**src/rtl/color_step_driver.sv**
```systemverilog
`default_nettype none
// ============================================================================
// Module   : color_step_driver
// Function : Emits clean step pulses that walk a color mixer from its shadowed
//            current state to a requested target index (wrap modulo 8).
// Revision : 1.0
// ============================================================================
module color_step_driver #(
    parameter int PULSE_HIGH_CYCLES = 4,
    parameter int PULSE_LOW_CYCLES  = 4
) (
    input  logic       CLK,
    input  logic       RST,
    input  logic       start_i,
    input  logic [2:0] target_i,
    output logic       step_o,
    output logic       busy_o,
    output logic       done_o,
    output logic [2:0] pos_o,
    output logic [2:0] color_o
);

    localparam int MAX_PULSE = (PULSE_HIGH_CYCLES > PULSE_LOW_CYCLES) ?
                               PULSE_HIGH_CYCLES : PULSE_LOW_CYCLES;
    localparam int CNT_W     = $clog2(MAX_PULSE) + 1;

    localparam logic [CNT_W-1:0] HIGH_LAST = CNT_W'(PULSE_HIGH_CYCLES - 1);
    localparam logic [CNT_W-1:0] LOW_LAST  = CNT_W'(PULSE_LOW_CYCLES - 1);

    typedef enum logic [1:0] {
        ST_IDLE = 2'd0,
        ST_HIGH = 2'd1,
        ST_LOW  = 2'd2,
        ST_DONE = 2'd3
    } state_t;

    state_t           state;
    state_t           next_state;
    logic [CNT_W-1:0] cnt;
    logic [2:0]       remaining;
    logic [2:0]       diff;
    logic [2:0]       rem_base;
    logic             enter_high;

    // Distance to target wraps naturally in 3-bit arithmetic.
    assign diff     = target_i - pos_o;
    assign rem_base = (state == ST_IDLE) ? diff : remaining;

    always_comb begin
        next_state = state;
        case (state)
            ST_IDLE: begin
                if (start_i) begin
                    next_state = (diff == 3'd0) ? ST_DONE : ST_HIGH;
                end
            end
            ST_HIGH: begin
                if (cnt == HIGH_LAST) begin
                    next_state = ST_LOW;
                end
            end
            ST_LOW: begin
                if (cnt == LOW_LAST) begin
                    next_state = (remaining != 3'd0) ? ST_HIGH : ST_DONE;
                end
            end
            ST_DONE: begin
                next_state = ST_IDLE;
            end
            default: begin
                next_state = ST_IDLE;
            end
        endcase
        enter_high = (next_state == ST_HIGH) && (state != ST_HIGH);
    end

    always_ff @(posedge CLK) begin
        if (RST) begin
            state     <= ST_IDLE;
            cnt       <= '0;
            remaining <= 3'd0;
            pos_o     <= 3'd0;
            step_o    <= 1'b0;
            busy_o    <= 1'b0;
            done_o    <= 1'b0;
        end else begin
            state <= next_state;
            if ((next_state != state) || (state == ST_IDLE)) begin
                cnt <= '0;
            end else begin
                cnt <= cnt + 1'b1;
            end

            // The shadow position advances on the edge that raises step_o.
            if (enter_high) begin
                pos_o     <= pos_o + 3'd1;
                remaining <= rem_base - 3'd1;
            end else if ((state == ST_IDLE) && start_i) begin
                remaining <= diff;
            end

            step_o <= (next_state == ST_HIGH);
            busy_o <= (next_state != ST_IDLE);
            done_o <= (next_state == ST_DONE);
        end
    end

    always_comb begin
        color_o = 3'b000;
        case (pos_o)
            3'd0: color_o = 3'b000;
            3'd1: color_o = 3'b100;
            3'd2: color_o = 3'b010;
            3'd3: color_o = 3'b001;
            3'd4: color_o = 3'b110;
            3'd5: color_o = 3'b011;
            3'd6: color_o = 3'b101;
            3'd7: color_o = 3'b111;
            default: color_o = 3'b000;
        endcase
    end

endmodule
`default_nettype wire

```
**config.mk**
```make
export PLATFORM = sky130hd
export DESIGN_NAME = color_step_driver
export DESIGN_NICKNAME = d
export VERILOG_FILES = /design/src/rtl/color_step_driver.sv
export SDC_FILE = /design/constraint.sdc
export NUM_CORES = 1
export LEC_CHECK = 0
export CELL_PAD_IN_SITES_DETAIL_PLACEMENT = 1
export CELL_PAD_IN_SITES_GLOBAL_PLACEMENT = 1
export CORE_MARGIN = 1.5
export CORE_UTILIZATION = 40
export DETAILED_ROUTE_END_ITERATION = 12
export GPL_ROUTABILITY_DRIVEN = 0
export GPL_TIMING_DRIVEN = 0
export HOLD_SLACK_MARGIN = 0.08
export PLACE_DENSITY = 0.76
export SLEW_MARGIN = 40
export SYNTH_ARGS = -nofsm -noshare
export SYNTH_HDL_FRONTEND = slang
export SYNTH_SLANG_ARGS = --single-unit
```
**constraint.sdc**
```tcl
create_clock -name CLK -period 3.9 [get_ports CLK]
set_input_delay 0.39 -clock CLK [delete_from_list [all_inputs] [get_ports CLK]]
set_output_delay 0.39 -clock CLK [all_outputs]
set_load 0.1 [all_outputs]
```
Yosys cells after proc, flatten, opt, wreduce, memory -nomap -nowiden:

Memories as Yosys holds them, arrays and structs flattened. A register that Yosys moved wholly into a read port is not among the register bits.
Cells that the tools add are included.

* memory bits (read-only): 24
* memories: 1
* logic and storage cells: 40
* input bits: 6
* register bits after elaboration: 14

Memories
* (name not given): words 8, width 3, read ports 1, clocked after Yosys merged registers in 1, write ports 0, RTL line 110 `case (pos_o)`

* add/sub/neg operators: 4
* reduce and logical (&&, ||, !) cells: 9
* eq/ne operators: 8
* multiplexer cells: 11

Operators by type and width (number)
* $mux 3: 5
* $mux 2: 5
* $pmux 2 s4: 1
* $add 3x1->3 const B: 2
* $eq 2x2->1 const B: 3
* $eq 2x1->1 const B: 2
* $reduce_bool 2->1: 2
* $eq 3x2->1 const B: 1
* $logic_not 3->1: 1
* $reduce_bool 3->1: 1
* $sub 3x1->3 const B: 1
* $sub 3x3->3: 1
* $logic_and 1x1->1: 2
* $logic_not 2->1: 1
* $ne 2x1->1 const B: 1
* $ne 2x2->1: 1
* $reduce_or 2->1: 1
* $logic_or 1x1->1: 1

Logic depth before layout (Yosys ltp):

Gate-level depths: netlist of run 1.

* word-level depth: 9
* gate-level depth with buffers: 10

Least setup slack after synthesis of run 1:

OpenSTA, ideal clock, no wires.

* path kind: register -> register
* start: reg pos_o[0]
* end: reg remaining[2]
* data arrival time: 2.661 ns
* cell stages (with the launch flop): 9
* setup time: 0.067 ns
* required time: 3.833 ns
* slack: 1.172 ns
* path through: dfxtp_1 > ha_1 > fa_1 > nand2_1 > o21ai_0 > ha_1 > mux2_4 > mux2_4 > a21oi_2

* longest elaborated chain between the ends: 8

RTL lines
* from (decl): RTL line 19 `output logic [2:0] pos_o,`
* from (signal assigned): RTL line 96 `pos_o <= pos_o + 3'd1;`
* $sub 3x3->3 *: RTL line 46 `assign diff = target_i - pos_o;`
* $logic_not 3->1: RTL line 54 `next_state = (diff == 3'd0) ? ST_DONE : ST_HIGH;`
* $mux 2: RTL line 54
* $mux 2: RTL line 53 `if (start_i) begin`
* $pmux 2 s4: RTL line 51 `case (state)`
* $eq 2x1->1: RTL line 74 `enter_high = (next_state == ST_HIGH) && (state != ST_HIGH);`
* $logic_and 1x1->1: RTL line 74
* $mux 3 or $reduce_bool 2->1 (tied branches)
* to (signal assigned): RTL line 97 `remaining <= rem_base - 3'd1;`
* to (signal assigned): RTL line 99 `remaining <= diff;`
* to (decl): RTL line 40 `logic [2:0] remaining;`

Mark *: on every way between the ends. The rest lies on a longest branch, timed or not. The select of a mux whose other input is x is not followed.
A chain may end at the register's enable or synchronous reset.

Worst setup path after layout of run 1:

* start: in target_i[0]
* end: reg color_o[1] (netlist name)

* longest elaborated chain between the ends: 9

RTL lines
* from (decl): RTL line 15 `input logic [2:0] target_i,`
* $sub 3x3->3: RTL line 46
* $logic_not 3->1: RTL line 54
* $mux 2: RTL line 54
* $mux 2: RTL line 53
* $pmux 2 s4: RTL line 51
* $eq 2x1->1: RTL line 74
* $logic_and 1x1->1: RTL line 74
* $mux 3 (no source line) (2 in a row)

Every way passes these cells.

==> flow_summary.ini, run 1 <==
[status]
outcome = complete, no violations

[sta]
tightest_slew_ns = 0.5239
hold_viol = 0
slew_headroom_pct = 65.07
holdWs_ns = 0.4231
setup_violations = 0
fin_crit_sh_pct = 61.82
min_period_ns = 2.411
rsz0062_at_grt = false
finalSetupTns_ns = 0
fmax_mhz = 414.8
drv_slew = 0
finClkSkew_ns = 0.003240

[min_path]
hold_path.class = reg -> reg

[worst_setup_path]
arrival_ns = 2.63
slowest_stage = clkdlybuf4s50_1
crit_required_ns = 4.12
crit_fanout = 9
start_kind = primary input
path_class = in -> reg
crit_buf_inv = 2
critical_path.max_stage_delay_ns = 0.46
critPathTopFamily = adder cells
cp_common_cell = mux2i_1
cp-end-kind = flip-flop
path_cells = clkdlybuf4s50_1, inv_1, ha_1, fa_1, xor3_2, nor3_4, nor2_4, mux2i_1, mux2i_1

[clock_tree]
cts-root-buf = clkbuf_4
hold_buffers = 0
insertion_delay_ns = 0.28
cts_buffers = 3
htree_num_levels = 1
path_clk_slew_ns = 0.10
clockBufferDepth = 2
cts_resized = 0
cts_tree = yes
postCtsSetupRepairBufs = 0
clkSinkCount = 17

[global_route]
track_usage_pct = 16.11
antenna_found_initial = 0
grt_pass1_wl_microns = 3063
overflow = 0
grt_pass1_vias = 699
grt_max_degree = 11

[final_layout]
seq_area_sq_um = 340.3
num-fill-cells = 268
nets = 129
diodes = 0
syn_to_final_growth_pct = 17.10
multi_input_area_sq_um = 544.3
post_route_cells_drive_above_1_share_pct = 18.97
stdcell_count = 144

[placement]
hpwlAfterDp_microns = 1398
placed_cells = 140
io_buffers = 14

[run]
maxCapViolCount = 0

[synthesis]
synth_cell_type_count = 33
synth_top_cell_by_area = dfxtp_1
synth_top_area_share_pct = 37.21
ys_ff_latch = 17
syn-num-nets = 110
synth_cells = 98
synth.area.top_cells = dfxtp_1 (37%), ha_1 (6.8%), mux2i_1 (6.6%)
synth_area_sq_um = 914.6
syn_avg_cell_area_sq_um = 9.333
ys_warn_count = 0
yosysSeqAreaShare_pct = 37.21

[route]
wl_per_cell_microns = 12.75
drtIter0Drc = 3
via_count = 721
ant_nets = 0
via_per_inst = 5.007
drc_errors = 0
drt-total-wl_microns = 1836
firstDrtPassIters = 4

[power]
ir_drop_v = 0.0002027
powerDensity_mw_per_mm2 = 445.3
leakage_nw = 0.4808

[floorplanning]
num_rows = 17
pin_count = 15
die_w_microns = 50.82
core_sq_mm = 0.002191
fp.dieH_microns = 50.82
die_area_sq_mm = 0.002583
start_util_pct = 41.75
-- logic make-up (layout without fill, tap and decap cells) --
family,count (synthesis),count (layout),synth area share [%]
flops,17,17,37.21
compound gates,16,16,10.94
xor+xnor,5,5,6.567
fa+ha+maj,8,8,11.22
mux,8,8,9.850
buf+inv,8,26,3.283
simple gates,36,36,20.93
-- worst register-to-register path: stages, from the launching register on --
cell and delay [ns]:
dfxtp_1 0.35, ha_1 0.20, fa_1 0.38, xor3_2 0.28, nor3_4 0.30, nor2_4 0.14
mux2i_1 0.24, mux2i_1 0.21
-- layer usage --
metal	global-route usage (%)	vias up	wire length [microns]
met1	20.41	340	883
met4	8.108	0	17
met3	2.632	2	50
met5	0	-	0
met2	26.54	9	884
li1	-	370	-
-- power breakdown --
| group | leakage (nW) | internal (mW) | total (mW) | switching, mW |
|---|---|---|---|---|
| Combinational | 0.327 | 0.0593 | 0.182 | 0.123 |
| Sequential | 0.139 | 0.189 | 0.200 | 0.0113 |
| Clock | 0.0150 | 0.0397 | 0.0944 | 0.0547 |
-- Yosys cell counts --
cell and n:
nor3_1 1, nand2b_1 1, o21ai_0 5, o31ai_1 2, xor2_1 1, a221oi_1 1, or3b_4 1, a211oi_1 1
nor2_4 1, xnor2_1 3, or2b_1 1, mux2i_1 6, nand2_1 9, maj3_1 2, and2_1 1, nand2_2 1
a21oi_1 3, o21a_1 1, xor3_2 1, a21oi_2 1, or2_2 2, nand3_1 1, nor2b_1 4, nor3_4 1
o22ai_1 1, a31oi_1 1, ha_1 5, nor2_1 12, fa_1 1, mux2_4 2, dfxtp_1 17, inv_1 6
clkbuf_1 2
-- layout by cell type, fill, tap and decap left out, types with 2 or more instances in the layout --
master / Yosys / layout
clkbuf_1: 2 / 3
mux2i_1: 6 / 6
nand2_1: 9 / 9
buf_2: 0 / 9
clkdlybuf4s50_1: 0 / 5
dfxtp_1: 17 / 17
maj3_1: 2 / 2
or2_2: 2 / 2
nor2_1: 12 / 12
o31ai_1: 2 / 2
inv_1: 6 / 6
xnor2_1: 3 / 3
nor2b_1: 4 / 4
mux2_4: 2 / 2
ha_1: 5 / 5
clkbuf_4: 0 / 3
o21ai_0: 5 / 5
a21oi_1: 3 / 3
-- flip-flops by register name, summed over array words and instances (netlist names) --
signal,cells
cnt,3
color_o,3
pos_o,3
remaining,3
state,2
busy_o,1
done_o,1
step_o,1
-- cell type report --
class,instances,share of cell area (%)
Sequential cell,17,31.78
Clock buffer,4,2.453
Tap cell,28,3.271
Timing Repair Buffer,14,8.878
Multi-Input combinational cell,73,50.82
Buffer,2,0.7009
Inverter,6,2.103
-- stage by stage --
step           setup WS, ns  utilization, %  total power [mW]  cell area [sq um]
4_1_cts               1.497           48.89            0.4842               1071
2_1_floorplan         1.172               -            0.3538              914.6
5_1_grt               1.387           48.89            0.5058               1071
3_5_place_dp          1.193           47.69            0.3872               1045
3_3_place_gp          1.221           49.74            0.3908               1090
6_report              1.489           48.89            0.4769               1071
-- path summary, 6_finish.rpt --
kind          startpoint          to  slack [ns]  cells after the start
min               cnt[0]      cnt[0]        0.42                      1
max          target_i[0]  color_o[1]        1.49                      9
max reg2reg     pos_o[0]  color_o[1]        1.74                      7
min reg2reg       cnt[0]      cnt[0]        0.42                      1
(Power assumes the default switching activity.)
==> run 2, diff against run 1 <==
--- a/config.mk
+++ b/config.mk
@@ -8,12 +8,12 @@
 export CELL_PAD_IN_SITES_DETAIL_PLACEMENT = 1
 export CELL_PAD_IN_SITES_GLOBAL_PLACEMENT = 1
 export CORE_MARGIN = 1.5
-export CORE_UTILIZATION = 40
+export CORE_UTILIZATION = 39
 export DETAILED_ROUTE_END_ITERATION = 12
 export GPL_ROUTABILITY_DRIVEN = 0
 export GPL_TIMING_DRIVEN = 0
 export HOLD_SLACK_MARGIN = 0.08
-export PLACE_DENSITY = 0.76
+export PLACE_DENSITY = 0.74
 export SLEW_MARGIN = 40
 export SYNTH_ARGS = -nofsm -noshare
 export SYNTH_HDL_FRONTEND = slang
==> constraint.sdc (replaced) <==
create_clock -name CLK -period 2.4 [get_ports CLK]
set_input_delay 0.24 -clock CLK [delete_from_list [all_inputs] [get_ports CLK]]
set_output_delay 0.24 -clock CLK [all_outputs]
set_load 0.1 [all_outputs]
==> flow_summary.ini, run 2 (same netlist as run 1, synthesis figures left out) <==
[sta]
min_period_ns = 2.238
rsz0062_at_grt = false
fmax_mhz = 446.9
tightest_slew_ns = 0.5346
hold_viol = 0
finClkSkew_ns = 0.002433
setup_violations = 0
fin_crit_sh_pct = 93.24
drv_slew = 0
finalSetupTns_ns = 0
slew_headroom_pct = 64.36

[final_layout]
num-fill-cells = 269
diodes = 0
nets = 129
layout_commonest_cell = dfxtp_1
stdcell_count = 144
post_route_cells_drive_above_1_share_pct = 22.41
final_util_pct = 48.64
mostFrequentLayoutCells = dfxtp_1 (14), nor2_1 (12), nand2_1 (9), buf_2 (9)
syn_to_final_growth_pct = 17.65

[power]
leakage_nw = 0.4849
powerDensity_mw_per_mm2 = 719.2
p_int_mw = 0.4668
pwr-share-clk_pct = 19.9
comb_power_share_pct = 37.9
ir_drop_v = 0.0003741
p_sw_share_pct = 39.68
p_switching_mw = 0.3071
power_frac_seq_pct = 42.2

[clock_tree]
clockBufferDepth = 2
insertion_delay_ns = 0.29
cts_buffers = 3
cts-root-buf = clkbuf_4
cts_tree = yes
path_clk_slew_ns = 0.10
postCtsSetupRepairBufs = 0
clkSinkCount = 17
cts_resized = 0
hold_buffers = 0
htree_num_levels = 1

[worst_setup_path]
crit_required_ns = 2.63
r2r_slack_ns = 0.27
start_kind = primary input
rr_startpoint = pos_o[0]
arrival_ns = 2.46
path_class = in -> reg
startpoint = target_i[0]
crit_fanout = 3
cp-end-kind = flip-flop
rr_worst_depth = 9
critPathCapture = remaining[2]
rr_endpoint = remaining[2]

[route]
firstDrtPassIters = 3
drtIter0Drc = 3
drt-total-wl_microns = 1778
via_per_inst = 4.958
drc_errors = 0
wl_per_cell_microns = 12.35
via_count = 714
ant_nets = 0

[global_route]
grt_pass1_wl_microns = 3187
track_usage_pct = 16.53
grt_max_degree = 11
antenna_found_initial = 0
overflow = 0
grt_pass1_vias = 736

[status]
outcome = complete, no violations

[placement]
placed_cells = 140
io_buffers = 14
hpwlAfterDp_microns = 1339

[floorplanning]
die_area_sq_mm = 0.002645
start_util_pct = 41.35
num_rows = 17
fp.dieH_microns = 51.43
core_sq_mm = 0.002212
pin_count = 15
die_w_microns = 51.43

[run]
maxCapViolCount = 0

[min_path]
hold_path.class = reg -> reg
run 2: cell count changes in the layout (fill, tap and decap cells not counted):
cell      delta
clkbuf_1     -1
clkinv_2     +1
dfxtp_1      -3
dfxtp_2      +3
run 2: per-stage QoR:
stage	total power, mW	setup WS, ns	cell area [sq um]	hold slack (ns)
2_1_floorplan	0.5761	0.02620	918.4	0.3992
3_3_place_gp	0.6370	-0.1134	1094	0.4084
5_1_grt	0.8293	0.01870	1076	0.4493
3_5_place_dp	0.6279	-0.1512	1049	0.4147
4_1_cts	0.7870	0.1618	1076	0.4303
6_report	0.7739	0.1623	1076	0.4240
run 2: how the worst min path moves through the flow:
stage	from	end	slack, ns	cells after the start
floorplan	cnt[0]	cnt[0]	0.40	1
global placement	cnt[0]	cnt[0]	0.41	1
detailed placement	cnt[0]	cnt[0]	0.41	1
CTS	cnt[0]	cnt[0]	0.43	1
global route	cnt[0]	cnt[0]	0.45	1
finish	cnt[0]	cnt[0]	0.42	1
run 2: final cells by class:
cell class,count,area (sq um),area share (%)
inverters,6,22.52,2.093
multi-input cells,73,544.3,50.58
plain buffers,2,7.507,0.6977
clock inverters,1,5.005,0.4651
flip-flops and latches,17,344.1,31.98
well taps,28,35.03,3.256
clock buffers,3,22.52,2.093
repair buffers,14,95.09,8.837
run 2: critical path, cell delays in order:
cell	delay, ns
clkdlybuf4s50_1	0.45
inv_1	0.04
ha_1	0.19
fa_1	0.50
nand2_1	0.05
o21ai_0	0.09
ha_1	0.22
nand2_1	0.06
mux2_4	0.25
mux2_4	0.26
a21oi_2	0.10
run 2: power by group through the flow:
stage               sequential [mW]  clock [mW]  combinational (mW)
CTS                           0.327       0.163               0.296
finish                        0.327       0.154               0.293
detailed placement            0.334           0               0.294
floorplan                     0.431           0               0.145
global route                  0.332       0.178               0.320
global placement              0.334           0               0.303
run 2: routing by layer:
layer | share of wire [%] | vias up | track usage [%]
met2 | 45 | 13 | 27.78
met4 | 1.5 | 0 | 7.895
li1 | - | 369 | -
met3 | 3.4 | 2 | 3.509
met1 | 50 | 330 | 19.93
met5 | 0 | - | 0
==> run 3, diff against run 2 <==
--- a/config.mk
+++ b/config.mk
@@ -8,12 +8,13 @@
 export CELL_PAD_IN_SITES_DETAIL_PLACEMENT = 1
 export CELL_PAD_IN_SITES_GLOBAL_PLACEMENT = 1
 export CORE_MARGIN = 1.5
-export CORE_UTILIZATION = 39
+export CORE_UTILIZATION = 40
+export CTS_BUF_LIST = sky130_fd_sc_hd__clkbuf_4 sky130_fd_sc_hd__clkbuf_8
 export DETAILED_ROUTE_END_ITERATION = 12
 export GPL_ROUTABILITY_DRIVEN = 0
 export GPL_TIMING_DRIVEN = 0
 export HOLD_SLACK_MARGIN = 0.08
-export PLACE_DENSITY = 0.74
+export PLACE_DENSITY = 0.76
 export SLEW_MARGIN = 40
 export SYNTH_ARGS = -nofsm -noshare
 export SYNTH_HDL_FRONTEND = slang
==> flow_summary.ini, run 3 (same netlist as run 1, synthesis figures left out) <==
[clock_tree]
clkSinkCount = 17
path_clk_slew_ns = 0.10
postCtsSetupRepairBufs = 0
cts_tree = yes
htree_num_levels = 1
cts_buffers = 3
cts-root-buf = clkbuf_4
clockBufferDepth = 2
cts_resized = 0
hold_buffers = 0
insertion_delay_ns = 0.29

[power]
powerDensity_mw_per_mm2 = 737.6
leakage_nw = 0.4856
ir_drop_v = 0.0003228
p_total_mw = 0.7956

[sta]
fmax_mhz = 439.7
setup_violations = 0
slew_headroom_pct = 67.47
drv_slew = 0
fin_crit_sh_pct = 94.77
tightest_slew_ns = 0.4880
finalSetupTns_ns = 0
finClkSkew_ns = 0.004585
hold_viol = 0
min_period_ns = 2.275
rsz0062_at_grt = false

[placement]
placed_cell_area_sq_mm = 0.001049
hpwlAfterDp_microns = 1453
io_buffers = 14

[final_layout]
stdcell_area_sq_mm = 0.001079
final_util_pct = 49.23
mostFrequentLayoutCells = dfxtp_1 (14), nor2_1 (12), nand2_1 (9), buf_2 (9)
post_route_cells_drive_above_1_share_pct = 22.41
nets = 129
layout_commonest_cell = dfxtp_1
num-fill-cells = 270
diodes = 0
syn_to_final_growth_pct = 17.92

[worst_setup_path]
arrival_ns = 2.50
start_kind = primary input
crit_required_ns = 2.63
cp-end-kind = flip-flop
path_class = in -> reg
crit_fanout = 9

[floorplanning]
pin_count = 15
die_area_sq_mm = 0.002583
start_util_pct = 41.75
core_sq_mm = 0.002191
num_rows = 17
die_w_microns = 50.82
fp.dieH_microns = 50.82

[route]
wl_per_cell_microns = 13.40
drt-total-wl_microns = 1929
firstDrtPassIters = 4
drtIter0Drc = 7
via_count = 732
drc_errors = 0
ant_nets = 0
via_per_inst = 5.083

[min_path]
hold_path.class = reg -> reg

[global_route]
antenna_found_initial = 0
track_usage_pct = 17.48
grt_max_degree = 11
use_met1_pct = 21.48
grt_use_met2_pct = 29.39
overflow = 0
met3_usage_pct = 2.632
gr-max-usage-layer = met2
grt_pass1_vias = 766
grt_pass1_wl_microns = 3346

[run]
maxCapViolCount = 0

[status]
outcome = complete, no violations
==> run 3: cell types whose count changed in the layout (fill, tap and decap cells not counted), sizes merged <==
cell / before / now
clkbuf: 5 / 6
clkinv: 1 / 0
==> run 3: stage by stage <==
| stage | setup WS (ns) | hold slack [ns] | instances |
|---|---|---|---|
| finish | 0.1255 | 0.4297 | 144 |
| global route | 0.04928 | 0.4519 | 144 |
| CTS | 0.1380 | 0.4348 | 144 |
| detailed placement | -0.1719 | 0.4186 | 140 |
| global placement | -0.1227 | 0.4097 | 140 |
| floorplan | 0.02620 | 0.3992 | 98 |
==> run 3: path summary, 6_finish.rpt <==
kind,startpoint,endpoint,slack [ns],cells after the start
max,target_i[0],color_o[2],0.13,9
min,cnt[0],cnt[0],0.43,1
max reg2reg,pos_o[0],color_o[2],0.22,7
min reg2reg,cnt[0],cnt[0],0.43,1
==> run 3: report_power, final <==
part           switching [mW]  internal, mW
Sequential             0.0194         0.308
Clock                  0.0926        0.0760
Combinational           0.203        0.0965
Total                   0.315         0.481
==> run 3: routing by layer <==
layer	vias to the layer above	share of wire (%)	routed length, microns
met3	4	2.9	56
met5	-	0	0
met1	347	48	932
li1	368	-	-
met2	13	47	907
met4	0	1.7	33
==> run 3: final cells by class <==
class	count	area [sq um]	share of cell area [%]
plain buffers	2	7.507	0.6961
clock buffers	4	30.03	2.784
inverters	6	22.52	2.088
multi-input cells	73	544.3	50.46
flip-flops and latches	17	344.1	31.90
well taps	28	35.03	3.248
repair buffers	14	95.09	8.817
==> run 3: worst max-delay path, cell delays in order <==
cell and delay (ns):
clkdlybuf4s50_1 0.45, inv_1 0.04, ha_1 0.20, fa_1 0.38, xor3_2 0.28, nor3_4 0.31
nor2_4 0.13, mux2i_1 0.26, mux2i_1 0.21
